**src/rtl/piezo_pkg.sv**
```systemverilog
// Shared types and per-alert tone/cadence tables for the piezo alert sequencer.
package piezo_pkg;

  typedef enum logic [1:0] {IDLE, TONE_ON, TONE_OFF} state_t;

  localparam int TICK_CYC_NORM = 1 << 20;
  localparam int TICK_CYC_FAST = 256;
  localparam int FAST_SHIFT    = 8;

  // Indexed by alert number; entries past the defined alerts stay zero.
  localparam int HALF_PER  [8] = '{4096, 16384, 32768, 0, 0, 0, 0, 0};
  localparam int ON_TICKS  [8] = '{2, 3, 4, 0, 0, 0, 0, 0};
  localparam int OFF_TICKS [8] = '{2, 5, 4, 0, 0, 0, 0, 0};

  function automatic int max_half();
    int m = 1;
    for (int i = 0; i < 8; i++) if (HALF_PER[i] > m) m = HALF_PER[i];
    return m;
  endfunction

  function automatic int max_cadence();
    int m = 1;
    for (int i = 0; i < 8; i++) begin
      if (ON_TICKS[i]  > m) m = ON_TICKS[i];
      if (OFF_TICKS[i] > m) m = OFF_TICKS[i];
    end
    return m;
  endfunction

  localparam int HP_W = $clog2(max_half());

endpackage

```
**src/rtl/piezo_tone_div.sv**
```systemverilog
// Half-period counter with a complementary, registered toggle pair.
module piezo_tone_div
  import piezo_pkg::*;
#(
  parameter int W = HP_W
) (
  input  logic         clk,
  input  logic         rst_n,
  input  logic         clr,
  input  logic         en,
  input  logic [W-1:0] hp_last,
  output logic         piezo,
  output logic         piezo_n
);

  logic [W-1:0] cnt;

  // clr starts a fresh phase with piezo high; !en parks both drives low.
  always_ff @(posedge clk or negedge rst_n) begin
    if (!rst_n) begin
      cnt     <= '0;
      piezo   <= 1'b0;
      piezo_n <= 1'b0;
    end else if (clr) begin
      cnt     <= '0;
      piezo   <= 1'b1;
      piezo_n <= 1'b0;
    end else if (!en) begin
      cnt     <= '0;
      piezo   <= 1'b0;
      piezo_n <= 1'b0;
    end else if (cnt == hp_last) begin
      cnt     <= '0;
      piezo   <= ~piezo;
      piezo_n <= ~piezo_n;
    end else begin
      cnt <= cnt + 1'b1;
    end
  end

endmodule

```
**src/rtl/piezo_alert_seq.sv**
```systemverilog
// Prioritised piezo alert sequencer: arbitration, ON/OFF cadence and steer-enable timer.
module piezo_alert_seq
  import piezo_pkg::*;
#(
  parameter int NUM_ALERTS     = 3,
  parameter bit fast_sim       = 1'b0,
  parameter int TMR_FULL_TICKS = 64
) (
  input  logic                  clk,
  input  logic                  rst_n,
  input  logic [NUM_ALERTS-1:0] alert_req,
  input  logic                  steer_en_clr_tmr,
  output logic                  piezo,
  output logic                  piezo_n,
  output logic [2:0]            active_alert,
  output logic                  active_vld,
  output logic                  steer_en_tmr_full
);

  localparam int TICK_CYC = fast_sim ? TICK_CYC_FAST : TICK_CYC_NORM;
  localparam int TK_W     = $clog2(TICK_CYC_NORM);
  localparam int PH_W     = $clog2(max_cadence() * TICK_CYC_NORM);
  localparam int TM_W     = $clog2(TMR_FULL_TICKS + 1);

  state_t           state, state_d;
  logic [2:0]       act, act_d, lowest;
  logic [7:0]       req8;
  logic             any_req, start, ph_clr, tick;
  logic [PH_W-1:0]  phase, on_last, off_last;
  logic [HP_W-1:0]  hp_last;
  logic [TK_W-1:0]  pre;
  logic [TM_W-1:0]  tmr;

  always_comb begin
    req8 = '0;
    req8[NUM_ALERTS-1:0] = alert_req;
  end

  assign any_req = |alert_req;

  always_comb begin
    lowest = '0;
    for (int i = 7; i >= 0; i--) if (req8[i]) lowest = 3'(i);
  end

  assign on_last  = PH_W'(ON_TICKS[act]  * TICK_CYC - 1);
  assign off_last = PH_W'(OFF_TICKS[act] * TICK_CYC - 1);
  assign hp_last  = HP_W'((fast_sim ? (HALF_PER[act] >> FAST_SHIFT) : HALF_PER[act]) - 1);

  // While sounding, any change of the winning index (preemption or the
  // active request dropping) restarts the tone with the new winner.
  always_comb begin
    state_d = state;
    act_d   = act;
    start   = 1'b0;
    ph_clr  = 1'b0;
    if (state == IDLE) begin
      if (any_req) begin
        state_d = TONE_ON;
        act_d   = lowest;
        start   = 1'b1;
      end
    end else if (!any_req) begin
      state_d = IDLE;
      act_d   = '0;
    end else if (lowest != act) begin
      state_d = TONE_ON;
      act_d   = lowest;
      start   = 1'b1;
    end else if (state == TONE_ON && phase == on_last) begin
      state_d = TONE_OFF;
      ph_clr  = 1'b1;
    end else if (state == TONE_OFF && phase == off_last) begin
      state_d = TONE_ON;
      start   = 1'b1;
    end
  end

  always_ff @(posedge clk or negedge rst_n) begin
    if (!rst_n) begin
      state <= IDLE;
      act   <= '0;
      phase <= '0;
    end else begin
      state <= state_d;
      act   <= act_d;
      phase <= (start || ph_clr || state_d == IDLE) ? '0 : phase + 1'b1;
    end
  end

  assign tick = (pre == TK_W'(TICK_CYC - 1));

  always_ff @(posedge clk or negedge rst_n) begin
    if (!rst_n)    pre <= '0;
    else if (tick) pre <= '0;
    else           pre <= pre + 1'b1;
  end

  always_ff @(posedge clk or negedge rst_n) begin
    if (!rst_n)                                         tmr <= '0;
    else if (steer_en_clr_tmr && !any_req)              tmr <= '0;
    else if (tick && tmr != TM_W'(TMR_FULL_TICKS))      tmr <= tmr + 1'b1;
  end

  assign steer_en_tmr_full = (tmr == TM_W'(TMR_FULL_TICKS));
  assign active_alert      = act;
  assign active_vld        = (state != IDLE);

  piezo_tone_div #(.W(HP_W)) u_tone (
    .clk     (clk),
    .rst_n   (rst_n),
    .clr     (start),
    .en      (state_d == TONE_ON),
    .hp_last (hp_last),
    .piezo   (piezo),
    .piezo_n (piezo_n)
  );

endmodule

```
**config.mk**
```make
export PLATFORM = sky130hd
export DESIGN_NAME = piezo_alert_seq
export DESIGN_NICKNAME = d
export VERILOG_FILES = /design/src/rtl/piezo_pkg.sv /design/src/rtl/piezo_tone_div.sv /design/src/rtl/piezo_alert_seq.sv
export SDC_FILE = /design/constraint.sdc
export NUM_CORES = 1
export LEC_CHECK = 0
export ABC_AREA = 1
export BUFFER_PORTS_ARGS = -buffer_cell sky130_fd_sc_hd__buf_2
export CORE_MARGIN = 2
export CORE_UTILIZATION = 30
export DETAILED_ROUTE_END_ITERATION = 8
export PLACE_DENSITY_LB_ADDON = 0.08
export SLEW_MARGIN = 10
export SYNTH_ARGS = -nofsm -noshare
export SYNTH_HDL_FRONTEND = slang
export SYNTH_HIERARCHICAL = 1
export SYNTH_SLANG_ARGS = --single-unit
export TNS_END_PERCENT = 10
```
**constraint.sdc**
```tcl
create_clock -name clk -period 2.6 [get_ports clk]
set_input_delay 0.26 -clock clk [delete_from_list [all_inputs] [get_ports clk]]
set_output_delay 0.26 -clock clk [all_outputs]
set_load 0.005 [all_outputs]
```
* Word level (Yosys, flattened, before mapping)
Memories as Yosys holds them, arrays and structs flattened. Cells that the tools add are included.
Operators by class: divide/modulo/power cells 0, muxes and demuxes 42, reduce and logical (&&, ||, !) cells 13, magnitude comparators 1, shifts and indexed selects 0, add/sub/neg operators 7, eq/ne operators 13, bitwise gates (word level) 3, multipliers 0
Operators with widths (number):
- 15-bit two-way mux | 5
- 23-bit equality test | 2
- 23-bit by 2-bit subtractor with 23-bit output, second input constant | 2
- 3-bit two-way mux | 8
- 23-bit by 1-bit adder with 23-bit output, second input constant | 1
- 23-bit two-way mux | 1
- 20-bit by 1-bit adder with 20-bit output, second input constant | 1
- 20-bit equality test, second input constant | 1
- 20-bit two-way mux | 1
- 2-bit two-way mux | 9
- 1-bit two-way mux | 16
- 15-bit by 1-bit adder with 15-bit output, second input constant | 1
- 15-bit equality test | 1
- 15-bit by 2-bit subtractor with 15-bit output, second input constant | 1
- 7-bit two-way mux | 2
- 7-bit by 1-bit adder with 7-bit output, second input constant | 1
- 7-bit equality test, second input constant | 1
- 7-bit inequality test, second input constant | 1
- 2-bit by 1-bit equality test with 1-bit output, second input constant | 2
- 4-bit >= comparator, second input constant | 1
- 1-bit logical AND | 4
- 2-bit logical NOT | 2
- 3-bit NOT with 4-bit output | 1
- 2-bit nonzero test | 2
- other kinds (10) | 12
Word-level totals: memory bits (writable) 0, ROM bits 768, bits of input ports 6, word-level logic and storage cells 90, output and inout bits 7, memories kept 3, latch bits 0, flip-flop bits (word level) 72
Memories:
- (name not given) | depth 8, width 32, rd ports 1, clocked after memory_dff 0, wr ports 0, RTL line piezo_alert_seq.sv:48 | assign hp_last = HP_W'((fast_sim ? (HALF_PER[act] >> FAST_SHIFT) : HALF_PER[act]) - 1);
- (name not given) | depth 8, width 32, rd ports 1, clocked after memory_dff 0, wr ports 0, RTL line piezo_alert_seq.sv:47 | assign off_last = PH_W'(OFF_TICKS[act] * TICK_CYC - 1);
- (name not given) | depth 8, width 32, rd ports 1, clocked after memory_dff 0, wr ports 0, RTL line piezo_alert_seq.sv:46 | assign on_last = PH_W'(ON_TICKS[act] * TICK_CYC - 1);

* Depth between registers and ports, before layout
depth after elaboration 15, depth in mapped cells 16, mapped depth without buffers 15

* Modules after synthesis
The synthesis kept the hierarchy.
Modules (own cells, without submodules):
- piezo_alert_seq | instances 1, sequential area each 1351.3 sq um, cells each 390, area each 3124.2 sq um
- piezo_tone_div | instances 1, sequential area each 425.4 sq um, cells each 171, area each 1124.8 sq um

* Least setup slack after synthesis
No wires, ideal clock.
kind register to register, start register phase[0], end register u_tone.cnt[0], period minus slack after synthesis 2.099 ns, library setup time 0.072 ns, buffers on the path 1, stages on the path, launching flop included 15, required time 2.528 ns, slack 0.501 ns, arrival 2.027 ns, path through dfrtp_1 ha_1 nand3_2 nor2_2 nand4_2 nor2_2 nand2_1 nand3_1 nand3_1 nor2_1 inv_1 nor2_1 nand2_4 buf_8 nor2_1
Between the ends: word-level cells in the longest chain between the ends 10, elaborated cells between the ends (all ways) 17, those cells by class 3 x eq/ne; 12 x mux; 2 x reduce/logical
RTL lines:
- start: declaration | RTL line piezo_alert_seq.sv:29 | logic [PH_W-1:0] phase, on_last, off_last;
- start signal: assignment | RTL line piezo_alert_seq.sv:87 | phase <= (start || ph_clr || state_d == IDLE) ? '0 : phase + 1'b1;
- 23-bit equality test | RTL line piezo_alert_seq.sv:73 | end else if (state == TONE_OFF && phase == off_last) begin
- 1-bit logical AND | RTL line piezo_alert_seq.sv:73
- 2-bit two-way mux | RTL line piezo_alert_seq.sv:73
- 2-bit two-way mux | RTL line piezo_alert_seq.sv:70 | end else if (state == TONE_ON && phase == on_last) begin
- 2-bit two-way mux | RTL line piezo_alert_seq.sv:66 | end else if (lowest != act) begin
- 2-bit two-way mux | RTL line piezo_alert_seq.sv:63 | end else if (!any_req) begin
- 2-bit two-way mux | RTL line piezo_alert_seq.sv:57 | if (state == IDLE) begin
- 2-bit by 1-bit equality test with 1-bit output | RTL line piezo_alert_seq.sv:113 | .en (state_d == TONE_ON),
- 15-bit two-way mux | RTL line piezo_tone_div.sv:28 | end else if (!en) begin
- 15-bit two-way mux * | RTL line piezo_tone_div.sv:24 | end else if (clr) begin
- end signal: assignment | RTL line piezo_tone_div.sv:37 | cnt <= cnt + 1'b1;
- end: declaration | RTL line piezo_tone_div.sv:16 | logic [W-1:0] cnt;
Mark *: on every way between the ends. The rest lies on a longest branch, timed or not. A chain may end at the register's enable or synchronous reset.

* Worst setup path in the final report
start register phase[0], end register u_tone.piezo
Between the ends: word-level cells in the longest chain between the ends 10, elaborated cells between the ends (all ways) 18, those cells by class 4 x eq/ne; 12 x mux; 2 x reduce/logical
RTL lines:
- 23-bit equality test | RTL line piezo_alert_seq.sv:73
- 1-bit logical AND | RTL line piezo_alert_seq.sv:73
- 2-bit two-way mux | RTL line piezo_alert_seq.sv:73
- 2-bit two-way mux | RTL line piezo_alert_seq.sv:70
- 2-bit two-way mux | RTL line piezo_alert_seq.sv:66
- 2-bit two-way mux | RTL line piezo_alert_seq.sv:63
- 2-bit two-way mux | RTL line piezo_alert_seq.sv:57
- 2-bit by 1-bit equality test with 1-bit output | RTL line piezo_alert_seq.sv:113
- 1-bit two-way mux | RTL line piezo_tone_div.sv:28
- 1-bit two-way mux | RTL line piezo_tone_div.sv:24
- end signal: assignment | RTL line piezo_tone_div.sv:34 | piezo <= ~piezo;
- end: declaration | RTL line piezo_tone_div.sv:12 | output logic piezo,
Several ways; a longest one is shown, not always the timed one.

==> out/qor.yml <==
outcome: "completed"
setup.worst_path.class: "flop to flop"
layout_cell_share_with_drive_strength_beyond_1: 0.129
synthMuxAreaShare: 0
report.final.setup_viol: 0
die_area_mm2: 0.0151
drt-pass1-iter-count: 5
r2r-end: "u_tone/piezo"
synth_cell_types: 29
r2r-start: "phase[0]"
relSlewSlack: 0.351
overflow: 0
ant_nets: 0
gr_usage_total: 0.134
initial_core_util: 0.306
die_y_um: 123
io_pins: 13
drtIter0Drc: 185
post-route-period-util: 0.888
drv_cap: 0
largest_family_of_logic_cells_by_synthesized_area: "simple AND/OR/NAND/NOR gates"
finalCriticalPeriod_ns: 2.31
power-per-cell-area_mw_per_mm2: 593
finalHoldWorstSlack_ns: 0.0476
seq_area_frac_synth: 0.418
synth-adder-area-share: 0.0147
min_path_type: "primary input to asynchronous set/reset pin"
fin_skew_ns: 0.00904
worstSetupEndpointType: "flop"
route.vias.total: 3408
netlist_area_mm2: 0.00425
biggest_area_contributors_in_the_synthesized_netlist: "sky130_fd_sc_hd__dfrtp_1, sky130_fd_sc_hd__nand2_1, sky130_fd_sc_hd__nor2_1, sky130_fd_sc_hd__xor2_1, sky130_fd_sc_hd__inv_1"
timing.critical_path.fanout_max: 16
average_wire_length_per_cell_after_detail_routing_um: 11.5
power.static_leakage_nw: 2.34
commonest_non_fill_non_tap_cells_in_the_layout: "sky130_fd_sc_hd__nand2_1, sky130_fd_sc_hd__nor2_1, sky130_fd_sc_hd__inv_1"
dpl_worst_slack_ns: 0.182
synth_flop_cell: "sky130_fd_sc_hd__dfrtp_1"
report.final.slew_viol_count: 0
tightestPinTransition_ns: 0.973
startpoint: "phase[0]"
core_mm2: 0.0139
tritoncts.num_buffers: 9
unrepaired_setup_endpoints_after_global_routing: "no"
synth_cells: 561
areaGrowthSynthToFinish_pct: 14.5
yosys_warnings: 6
last_weighted_congestion_value_of_the_routability_driven_placer: 0.781
synth.avg_cell_area_um2: 7.57
worst_ep_arrival_time_ns: 2.53
grt_start_max_net_pins: 72
via_count_of_the_first_global_routing_pass: 3354
mostFrequentLayoutCell: "sky130_fd_sc_hd__nand2_1"
half_perimeter_wire_length_after_placement_um: 6380
antenna_found_initial: 0
synthDominantCellAreaShare: 0.418
cts.root.buffer_cell: "sky130_fd_sc_hd__clkbuf_16"
final-hold-violation-count: 0
clkTransAtPathRegs_ns: 0.06
yosys.area_share.simple: 0.361
synth_compound_area_frac: 0.0197
worstSetupStartpointType: "flop"
drc: 0
synthXorXnorAreaFrac: 0.0989
reg2reg_setup_slack_ns: 0.29
layout_setup_ws_ns: 0.292
synth_edf_count: 0
max_freq_ghz: 0.433
num_rows: 43
clock_tree.buffer_depth: 2
final.setup.tns_ns: 0
floorplan.die.width_um: 123
grt_first_pass_wirelength_um: 15700
post_drt_via_cell_ratio: 4.35
cp_data_required_time_ns: 2.82
async_reset_ff_frac: 1.00
yosys_register_bits: 71
routed_wirelength_um: 8980
port-buffer-count: 11
cts_htree_levels: 3
synth_area_leader_cell: "sky130_fd_sc_hd__dfrtp_1"
post-cts-setup-buffer-count: 0
num-nets-final: 609
tritoncts: "yes"
worst-r2r-cell-count: 14
antenna_cells: 0
cts.sink_count: 71
worst_skew_pair.late_latency_ns: 0.34
worst_ir_drop_vdd_uv: 263
[layer usage]
metal | wire, µm | global-route usage
met1 | 4630 | 0.180
met2 | 3980 | 0.206
met3 | 219 | 0.0291
met4 | 150 | 0.0597
met5 | 0 | 0
[layout make-up]
class | instances | area [µm²]
clock buffers | 10 | 239
fillers | 1508 | 9020
clock inverters | 6 | 60.1
well taps | 180 | 225
inverters | 76 | 285
flip-flops and latches | 71 | 1780
multi-input cells | 427 | 2190
repair buffers | 13 | 85.1
[critical path, cell delays in order (launching register included)]
cell and delay (ns):
sky130_fd_sc_hd__dfrtp_1 0.38, sky130_fd_sc_hd__ha_1 0.21, sky130_fd_sc_hd__nand3_2 0.12, sky130_fd_sc_hd__nor2_2 0.19
sky130_fd_sc_hd__nand4_2 0.14, sky130_fd_sc_hd__nor2_2 0.19, sky130_fd_sc_hd__nand2_1 0.09, sky130_fd_sc_hd__nand3_1 0.07
sky130_fd_sc_hd__nand3_1 0.08, sky130_fd_sc_hd__nor2_1 0.11, sky130_fd_sc_hd__inv_1 0.08, sky130_fd_sc_hd__nor2_2 0.20
sky130_fd_sc_hd__nand2_4 0.18, sky130_fd_sc_hd__nand2_1 0.09, sky130_fd_sc_hd__nand2_1 0.05
[flip-flops by register name, summed over array words and instances (netlist names)]
name and flops:
phase 23, pre 20, u_tone/cnt 15, tmr 7, active_alert 2, state 2, u_tone/piezo 1, u_tone/piezo_n 1
[power by group]
part / internal, mW / switching, mW
clock network: 0.763 / 0.483
registers: 1.16 / 0.0664
logic: 0.144 / 0.270
[through the flow]
stage               total power [mW]  cells   util  cell area, µm²
global placement                1.66    767  0.329            4560
global route                    3.07    783  0.350            4860
finish                          2.89    783  0.350            4860
CTS                             2.95    783  0.350            4860
floorplan                       1.55    583      -            4330
detailed placement              1.67    767  0.329            4560
[kinds of logic (layout without fill, tap and decap cells)]
kind of cell | Yosys count | after routing
fa+ha+maj | 5 | 5
flops | 71 | 71
simple gates | 335 | 335
compound gates | 15 | 15
other cells | 2 | 24
buf+inv | 85 | 105
xor+xnor | 48 | 48
[repair_timing]
item                                    4_1_cts  5_1_grt
hold buffers                                  0        0
endpoints found under the setup margin        0       16
resized for setup                             0        1
[synth_stat cells (2+ instances only)]
cell,number
sky130_fd_sc_hd__nand4_1,19
sky130_fd_sc_hd__conb_1,2
sky130_fd_sc_hd__nand3_1,34
sky130_fd_sc_hd__nand2_1,136
sky130_fd_sc_hd__nand2_4,2
sky130_fd_sc_hd__inv_1,72
sky130_fd_sc_hd__o21ai_0,10
sky130_fd_sc_hd__nor3b_1,2
sky130_fd_sc_hd__ha_1,5
sky130_fd_sc_hd__inv_2,4
sky130_fd_sc_hd__clkbuf_1,2
sky130_fd_sc_hd__nor3_2,2
sky130_fd_sc_hd__dfrtp_1,71
sky130_fd_sc_hd__a21oi_1,3
sky130_fd_sc_hd__xnor2_1,12
sky130_fd_sc_hd__nor3_1,14
sky130_fd_sc_hd__nand3_2,3
sky130_fd_sc_hd__nor2_2,27
sky130_fd_sc_hd__nand2_2,5
sky130_fd_sc_hd__nor2_4,3
sky130_fd_sc_hd__xor2_1,36
sky130_fd_sc_hd__buf_4,3
sky130_fd_sc_hd__nor2_1,86
sky130_fd_sc_hd__buf_6,3
[how the worst max path moves through the flow]
stage,cells after the start,end,slack (ns)
finish,14,u_tone/piezo,0.29
CTS,14,u_tone/piezo,0.17
global route,14,u_tone/piezo,0.008
floorplan,14,u_tone/cnt[0],0.50
global placement,14,u_tone/piezo_n,0.27
detailed placement,14,u_tone/piezo_n,0.18
Power figures use the tool's default switching activity.
